<file path="src/rtl/ps2_key_filter.sv">
// ps2_key_filter
// Scan-code filter and key buffer between the PS/2 byte receiver and the
// keyboard write port of data memory. Raw set-2 bytes are parsed into
// make/break events (E0 = extended prefix, F0 = break prefix), typematic
// repeats of the currently held key are dropped, and accepted keys are queued
// in a small FIFO. One memory write is issued per key, and the next write is
// held back until software acknowledges the previous key.
//
// Ports:
//   clk        system clock (byte strobes are already synchronous to it)
//   rstin      asynchronous active-low reset
//   code_valid one-cycle strobe, code_byte holds a received byte
//   code_byte  raw scan byte
//   key_ack    one-cycle pulse: the last written key has been consumed
//   we_kb      one-cycle write strobe to data memory
//   addr_kb    constant KB_ADDR
//   data_kb    {23'd0, ext, code}, held stable until the next write
//   fifo_count entries currently buffered
//   overflow   sticky flag: a key was dropped because the FIFO was full
module ps2_key_filter #(
  parameter int          DEPTH   = 4,
  parameter logic [31:0] KB_ADDR = 32'd10
) (
  input  logic                     clk,
  input  logic                     rstin,
  input  logic                     code_valid,
  input  logic [7:0]               code_byte,
  input  logic                     key_ack,
  output logic                     we_kb,
  output logic [31:0]              addr_kb,
  output logic [31:0]              data_kb,
  output logic [$clog2(DEPTH):0]   fifo_count,
  output logic                     overflow
);

  localparam int AW = $clog2(DEPTH);
  localparam int CW = AW + 1;
  localparam logic [CW-1:0] FULL_COUNT = CW'(DEPTH);

  typedef enum logic [1:0] {
    P_IDLE,
    P_EXT,
    P_BRK,
    P_EXT_BRK
  } p_state_t;

  typedef enum logic [1:0] {
    O_IDLE,
    O_WRITE,
    O_WAIT
  } o_state_t;

  p_state_t p_state;
  p_state_t p_next;
  o_state_t o_state;
  o_state_t o_next;

  logic       make_ev;
  logic       brk_ev;
  logic       ev_ext;
  logic       is_noise;
  logic [8:0] key;

  logic [8:0] held;
  logic       held_v;
  logic       held_match;
  logic       push_req;
  logic       push_ok;
  logic       pop;
  logic       is_full;

  logic [8:0]    mem [DEPTH];
  logic [AW-1:0] wr_ptr;
  logic [AW-1:0] rd_ptr;
  logic [CW-1:0] count;

  // Keyboard self-test / protocol replies that carry no key information.
  assign is_noise = (code_byte == 8'hAA) || (code_byte == 8'hFA) ||
                    (code_byte == 8'hFE) || (code_byte == 8'hEE) ||
                    (code_byte == 8'h00) || (code_byte == 8'hFF);

  // Parser state register.
  always_ff @(posedge clk or negedge rstin) begin
    if (!rstin) begin
      p_state <= P_IDLE;
    end else begin
      p_state <= p_next;
    end
  end

  // Parser next state and event decode. A break prefix seeing E0 resyncs to
  // the extended state rather than producing a bogus break of code E0.
  always_comb begin
    p_next  = p_state;
    make_ev = 1'b0;
    brk_ev  = 1'b0;
    ev_ext  = 1'b0;
    if (code_valid) begin
      case (p_state)
        P_IDLE: begin
          if (code_byte == 8'hE0) begin
            p_next = P_EXT;
          end else if (code_byte == 8'hF0) begin
            p_next = P_BRK;
          end else if (!is_noise) begin
            make_ev = 1'b1;
          end
        end
        P_EXT: begin
          if (code_byte == 8'hF0) begin
            p_next = P_EXT_BRK;
          end else if (code_byte != 8'hE0) begin
            make_ev = 1'b1;
            ev_ext  = 1'b1;
            p_next  = P_IDLE;
          end
        end
        P_BRK: begin
          if (code_byte == 8'hE0) begin
            p_next = P_EXT;
          end else if (code_byte != 8'hF0) begin
            brk_ev = 1'b1;
            p_next = P_IDLE;
          end
        end
        P_EXT_BRK: begin
          brk_ev = 1'b1;
          ev_ext = 1'b1;
          p_next = P_IDLE;
        end
        default: p_next = P_IDLE;
      endcase
    end
  end

  assign key        = {ev_ext, code_byte};
  assign held_match = held_v && (held == key);
  assign push_req   = make_ev && !held_match;

  // Held-key tracking. A make of the held key is a typematic repeat; the
  // held key is updated even if the push is later lost to a full FIFO.
  always_ff @(posedge clk or negedge rstin) begin
    if (!rstin) begin
      held   <= 9'd0;
      held_v <= 1'b0;
    end else if (push_req) begin
      held   <= key;
      held_v <= 1'b1;
    end else if (brk_ev && held_match) begin
      held_v <= 1'b0;
    end
  end

  // Output FSM state register.
  always_ff @(posedge clk or negedge rstin) begin
    if (!rstin) begin
      o_state <= O_IDLE;
    end else begin
      o_state <= o_next;
    end
  end

  // Output FSM: pop in O_IDLE, strobe in O_WRITE, then wait for the ack.
  always_comb begin
    o_next = o_state;
    pop    = 1'b0;
    case (o_state)
      O_IDLE: begin
        if (count != '0) begin
          pop    = 1'b1;
          o_next = O_WRITE;
        end
      end
      O_WRITE: o_next = O_WAIT;
      O_WAIT: begin
        if (key_ack) begin
          o_next = O_IDLE;
        end
      end
      default: o_next = O_IDLE;
    endcase
  end

  // A pop in the same cycle frees a slot, so a full FIFO still takes the push.
  assign is_full = (count == FULL_COUNT);
  assign push_ok = push_req && (!is_full || pop);

  // FIFO storage; contents are don't-care until the count says otherwise.
  always_ff @(posedge clk) begin
    if (push_ok) begin
      mem[wr_ptr] <= key;
    end
  end

  // FIFO pointers, occupancy, sticky overflow and the write data register.
  always_ff @(posedge clk or negedge rstin) begin
    if (!rstin) begin
      wr_ptr   <= '0;
      rd_ptr   <= '0;
      count    <= '0;
      overflow <= 1'b0;
      data_kb  <= 32'd0;
    end else begin
      if (push_ok) begin
        wr_ptr <= wr_ptr + 1'b1;
      end
      if (pop) begin
        rd_ptr  <= rd_ptr + 1'b1;
        data_kb <= {23'd0, mem[rd_ptr]};
      end
      if (push_ok && !pop) begin
        count <= count + 1'b1;
      end else if (pop && !push_ok) begin
        count <= count - 1'b1;
      end
      if (push_req && !push_ok) begin
        overflow <= 1'b1;
      end
    end
  end

  assign we_kb      = (o_state == O_WRITE);
  assign addr_kb    = KB_ADDR;
  assign fifo_count = count;

endmodule
</file>
<file path="config.mk">
export PLATFORM = sky130hd
export DESIGN_NAME = ps2_key_filter
export DESIGN_NICKNAME = d
export VERILOG_FILES = /design/src/rtl/ps2_key_filter.sv
export SDC_FILE = /design/constraint.sdc
export NUM_CORES = 1
export LEC_CHECK = 0
export ABC_AREA = 0
export CORE_ASPECT_RATIO = 1.2
export CORE_MARGIN = 10
export CORE_UTILIZATION = 30
export CTS_BUF_LIST = sky130_fd_sc_hd__clkbuf_8
export DETAILED_ROUTE_END_ITERATION = 8
export GPL_ROUTABILITY_DRIVEN = 1
export PLACE_DENSITY_LB_ADDON = 0.15
export SYNTH_ARGS = -nofsm -noshare
export SYNTH_HDL_FRONTEND = slang
export SYNTH_SLANG_ARGS = --single-unit
</file>
<file path="constraint.sdc">
create_clock -name clk -period 7.5 [get_ports clk]
set_input_delay 2.25 -clock clk [delete_from_list [all_inputs] [get_ports clk]]
set_output_delay 2.25 -clock clk [all_outputs]
set_load 0.05 [all_outputs]
</file>
==> results of run 1 <==
-- power groups by stage --
stage / clock network, mW / logic, mW / registers, mW
6_report: 0.286 / 0.565 / 0.570
5_1_grt: 0.312 / 0.610 / 0.587
4_1_cts: 0.296 / 0.578 / 0.576
3_5_place_dp: 0 / 0.578 / 0.583
3_3_place_gp: 0 / 0.578 / 0.582
2_1_floorplan: 0 / 0.349 / 0.666
-- kinds of logic after synthesis --
| logic type | synth area share, % |
|---|---|
| and+or+nand+nor | 6.54 |
| buffers and inverters | 13.9 |
| other | 0.228 |
| DFF | 56.4 |
| xor gates and xnor gates | 3.99 |
| AOI/OAI and AO/OA | 3.61 |
| muxes | 12.8 |
| adders and majority gates | 2.51 |
-- critical path, delay by kind of cell --
family,cells,cell delay [ps]
XOR/XNOR,3,410
adder cells (fa/ha/maj),2,550
AO/OA/AOI/OAI,2,860
AND/OR/NAND/NOR,3,1020
buffers and inverters,2,650
-- metal layers --
metal  vias up  part of all wire (%)
met5         -                     0
met4         0                   1.8
met3         8                   3.7
met2        42                    52
met1       862                    43
li1        788                     -
-- layout make-up --
class,count,area (µm²),area share [%]
Multi-Input combinational cell,157,1180,32.2
Inverter,6,22.5,0.615
Timing Repair Buffer,26,258,7.04
Clock inverter,7,61.3,1.67
Sequential cell,67,1860,50.7
Clock buffer,9,124,3.38
Tap cell,129,161,4.41
-- how the worst min path moves through the flow --
| stage | start | end | slack [ps] | cells after the start |
|---|---|---|---|---|
| after detailed placement | overflow$_DFFE_PN0P_ | overflow$_DFFE_PN0P_ | 460 | 1 |
| final | overflow$_DFFE_PN0P_ | overflow$_DFFE_PN0P_ | 470 | 1 |
| after global placement | overflow$_DFFE_PN0P_ | overflow$_DFFE_PN0P_ | 460 | 1 |
| after global routing | overflow$_DFFE_PN0P_ | overflow$_DFFE_PN0P_ | 500 | 1 |
| after floorplan | o_state[1]$_DFFE_PN0P_ | o_state[1]$_DFFE_PN0P_ | 500 | 1 |
| after CTS | overflow$_DFFE_PN0P_ | overflow$_DFFE_PN0P_ | 480 | 1 |
-- per-stage QoR --
stage	setup slack [ps]	hold slack, ps	utilization, %	instances
final	2020	472	34.5	401
after CTS	1990	479	34.5	401
after detailed placement	1630	455	32.8	385
after floorplan	2810	497	-	289
after global routing	1780	505	34.5	401
after global placement	1660	461	32.8	385
-- sequential cells by signal, summed over array words and instances, names as in the netlist --
register / cells
data_kb: 9
fifo_count: 3
held: 9
held_v: 1
mem: 36
o_state: 2
overflow: 1
p_state: 2
rd_ptr: 2
wr_ptr: 2
-- cell usage in the layout, fill, tap and decap left out, types with 2 or more instances in the layout --
cell and count:
and3_1 5, clkbuf_8 9, clkdlybuf4s50_1 25, clkinv_2 4, conb_1 55, dfrtp_1 31
edfxtp_1 36, ha_1 5, inv_1 7, mux2_2 18, mux4_2 9, nand2_1 8
nand2b_1 3, nand3_1 4, nand4_1 2, nor2_1 6, nor2b_1 2, nor3_1 3
o211ai_1 2, o21ai_0 2, or3_1 2, xnor2_1 11, xor2_1 4
==> results.cfg, run 1 <==
[outcome]
outcome = finished clean

[cts]
root_buffer = clkbuf_8
tritoncts.num_buffers = 9
tritoncts = done
clock_sinks = 67
clk_pin_slew_worst_paths_ps = 70
clock_latency_ps = 340
postCtsSetupBuffers = 0
cts_hold_buffers = 0
cts.repair.resized = 0
clk_path_buf_depth = 2
htree_levels = 3

[worst_setup_path]
r2r_slack_ps = 4450
reg2reg_to = fifo_count[2]$_DFFE_PN0P_
crit_end = fifo_count[2]$_DFFE_PN0P_
required_ps = 7770
slowest_stage = or4_4
worstPathArrival_ps = 5740
worstSetupPathType = in2reg
start_kind = input pin
worstRegToRegCells = 10
cpPeakStageDelay_ps = 630
path_max_fanout = 14
crit_chain = clkdlybuf4s50_1 > or4_4 > o311ai_4 > xor2_1 > a22oi_2 > and2_4 > ha_1 > inv_1 > fa_1 > xor2_1 > nor2_1 > xor2_1
r2r_start = p_state[0]$_DFFE_PN0P_
critical_path.endpoint_type = flip-flop
cpMostUsedCell = xor2_1
startpoint = code_byte[1]

[grt]
grt_pass1_wl_mm = 9.97
antenna_found_initial = 0
use_met2_pct = 13.9
top_usage_layer = met2
grt_max_degree = 32
grt_usage_pct = 8.40
met3_usage_pct = 1.95
grt_pass1_vias = 1874
grt_overflow = 0
met1_usage_pct = 9.56

[yosys]
synth_commonest_cells = 55 x buf_4, 36 x edfxtp_1, 31 x dfrtp_1
yosys_register_bits = 67
synth.area.top_cells = edfxtp_1 33%, dfrtp_1 24%, buf_4 13%
synth_edf_count = 36
synth_ff_type = edfxtp_1
synth-warning-count = 0
yosys.cell_types.count = 39
yosys.area.top_type = edfxtp_1
yosysSeqAreaShare_pct = 56.4
synth_area_um2 = 3290
syn_inst = 236
async_reset_ff_share_pct = 46.3
yosysTopAreaCellShare_pct = 32.9
avgSynthCellArea_um2 = 13.9
yosysMostFrequentCell = buf_4

[power_and_ir_drop]
leakage_nw = 1.45
p_comb_share_pct = 39.8
ir_drop_uv = 109
power_frac_seq_pct = 40.1
p_sw_share_pct = 38.6
power_frac_clock_pct = 20.2
p_sw_uw = 549
p_total_mw = 1.42
p_int_uw = 872
powerDensity_nw_per_um2 = 388

[route]
drt_iter0_drc = 47
vias = 1700
wl_mm = 6.30
drc = 0
vias_per_cell = 4.24
dr.pass1.iters = 4
ant_nets = 0
wire_per_inst_um = 15.7

[placed_design]
routabilityCongestion = 0.720
place_area_um2 = 3480
hpwlAfterDp_mm = 4.45
port_buffers = 25

[layout]
syn_to_final_growth_pct = 11.3
diodes = 0
n_fill_cell = 1032
stdcell_area_um2 = 3660
drive_gt1_share_pct = 18.0
fin_nets = 285

[floorplanning]
core_area_um2 = 10600
die-area_um2 = 15600
io_pins = 81
rows = 41
die-height_um = 135
initial_utilization_pct = 31.0
fp.dieW_um = 116

[sta]
final.setup.tns_ps = 0
fin_crit_sh_pct = 73.0
setup_viol = 0
hold_violations = 0
rsz0062_at_grt = false
post-route-min-period_ps = 5480
finClkSkew_ps = 12.7
worst_pin_slew_ps = 1100
clock.fmax_mhz = 183
finalMaxSlewViolations = 0
slew_headroom_pct = 26.4

[hold_path]
hold_path_class = reg2reg

[run]
drv_cap = 0
Power figures use the tool's default switching activity.
==> inputs of run 2 (changes only) <==
==> constraint.sdc (replaced) <==
create_clock -name clk -period 4.9 [get_ports clk]
set_input_delay 1.47 -clock clk [delete_from_list [all_inputs] [get_ports clk]]
set_output_delay 1.47 -clock clk [all_outputs]
set_load 0.05 [all_outputs]
==> results.cfg, run 2 (synthesized netlist as in run 1, its figures left out) <==
[worst_setup_path]
crit_buf_inv = 2
cp_top_family = simple AND/OR/NAND/NOR gates
cpMostUsedCell = xor2_1
worstSetupPathType = in2reg
slowest_stage = clkdlybuf4s50_1
cpPeakStageDelay_ps = 600
start_kind = input pin
required_ps = 5170
critical_path.endpoint_type = flip-flop
r2r_slack_ps = 2310
crit_chain = clkdlybuf4s50_1 > or4_4 > o311ai_4 > xor2_1 > a22oi_2 > and2_4 > ha_1 > inv_1 > fa_1 > xor2_1 > nor2_1 > xor2_1
worstPathArrival_ps = 4400
path_max_fanout = 10

[cts]
tritoncts = done
cts_hold_buffers = 0
clock_sinks = 67
clk_pin_slew_worst_paths_ps = 70
root_buffer = clkbuf_8
tritoncts.num_buffers = 9
htree_levels = 3
clk_path_buf_depth = 2
postCtsSetupBuffers = 0
cts.repair.resized = 0
clock_latency_ps = 340

[route]
dr.pass1.iters = 4
wire_per_inst_um = 16.1
drt_iter0_drc = 82
ant_nets = 0
vias = 1748
wl_mm = 6.59
drc = 0
vias_per_cell = 4.28

[placed_design]
dpl_worst_slack_ps = 390
routabilityCongestion = 0.762
hpwlAfterDp_mm = 4.74
place_area_um2 = 3530
placed_cells = 392
port_buffers = 25

[grt]
grt_max_degree = 32
grt_pass1_wl_mm = 10.3
grt_overflow = 0
grt_pass1_vias = 1870
grt_usage_pct = 8.77
antenna_found_initial = 0

[layout]
largest_reg_flops = 36
stdcell_area_um2 = 3730
largest-register = mem
drive_gt1_share_pct = 19.4
n_fill_cell = 1075
regArea_um2 = 1860
multi_input_area_um2 = 1180
syn_to_final_growth_pct = 13.3
fin_cells = 408
final_common_cell = conb_1
final_cell_mix = 55 x conb_1, 36 x edfxtp_1, 31 x dfrtp_1, 25 x clkdlybuf4s50_1, 18 x mux2_2
post-route-util_pct = 35.1
fin_nets = 292
diodes = 0
top_regs = mem: 36 flops, data_kb: 9 flops, held: 9 flops

[floorplanning]
initial_utilization_pct = 31.0
die-height_um = 135
fp.dieW_um = 116
core_area_um2 = 10600
die-area_um2 = 15600
io_pins = 81
rows = 41

[sta]
setup_viol = 0
worst_pin_slew_ps = 682
fin_crit_sh_pct = 84.3
hold_violations = 0
post-route-min-period_ps = 4130
slew_headroom_pct = 54.5
clock.fmax_mhz = 242
finalMaxSlewViolations = 0
fin_hold_ws_ps = 483
rsz0062_at_grt = false
fin_ws_ps = 768
finClkSkew_ps = 6.24
final.setup.tns_ps = 0

[hold_path]
hold_path_class = reg2reg

[power_and_ir_drop]
leakage_nw = 1.50
ir_drop_uv = 187
p_total_mw = 2.21
powerDensity_nw_per_um2 = 594

[run]
drv_cap = 0

[outcome]
outcome = finished clean
==> run 2: metal layers <==
metal | vias to the layer above | global-route usage [%] | share of wire, %
met3 | 12 | 2.04 | 5.4
met1 | 868 | 10.1 | 41
li1 | 807 | - | -
met2 | 61 | 14.3 | 51
met5 | - | 0 | 0
met4 | 0 | 5.57 | 2.1
==> run 2: worst paths after layout <==
path	endpoint	start	cells after the start
min	overflow$_DFFE_PN0P_	overflow$_DFFE_PN0P_	1
max in group asynchronous	p_state[0]$_DFFE_PN0P_	rstin	2
max	fifo_count[2]$_DFFE_PN0P_	code_byte[3]	12
min in group asynchronous	data_kb[5]$_DFFE_PN0P_	rstin	2
max reg2reg	fifo_count[2]$_DFFE_PN0P_	p_state[0]$_DFFE_PN0P_	10
min reg2reg	overflow$_DFFE_PN0P_	overflow$_DFFE_PN0P_	1
==> run 2: layout make-up <==
class                           count  area share (%)
Sequential cell                    67            49.8
Clock buffer                       11            4.06
Timing Repair Buffer               33            8.32
Clock inverter                      5            1.24
Tap cell                          129            4.33
Multi-Input combinational cell    157            31.6
Inverter                            6           0.604
==> run 2: power by group <==
| group | total, mW | leakage, nW | switching (mW) | internal, mW |
|---|---|---|---|---|
| Combinational | 0.879 | 0.694 | 0.519 | 0.360 |
| Clock | 0.460 | 0.113 | 0.203 | 0.257 |
| Sequential | 0.876 | 0.691 | 0.120 | 0.756 |
| Total | 2.21 | 1.50 | 0.842 | 1.37 |
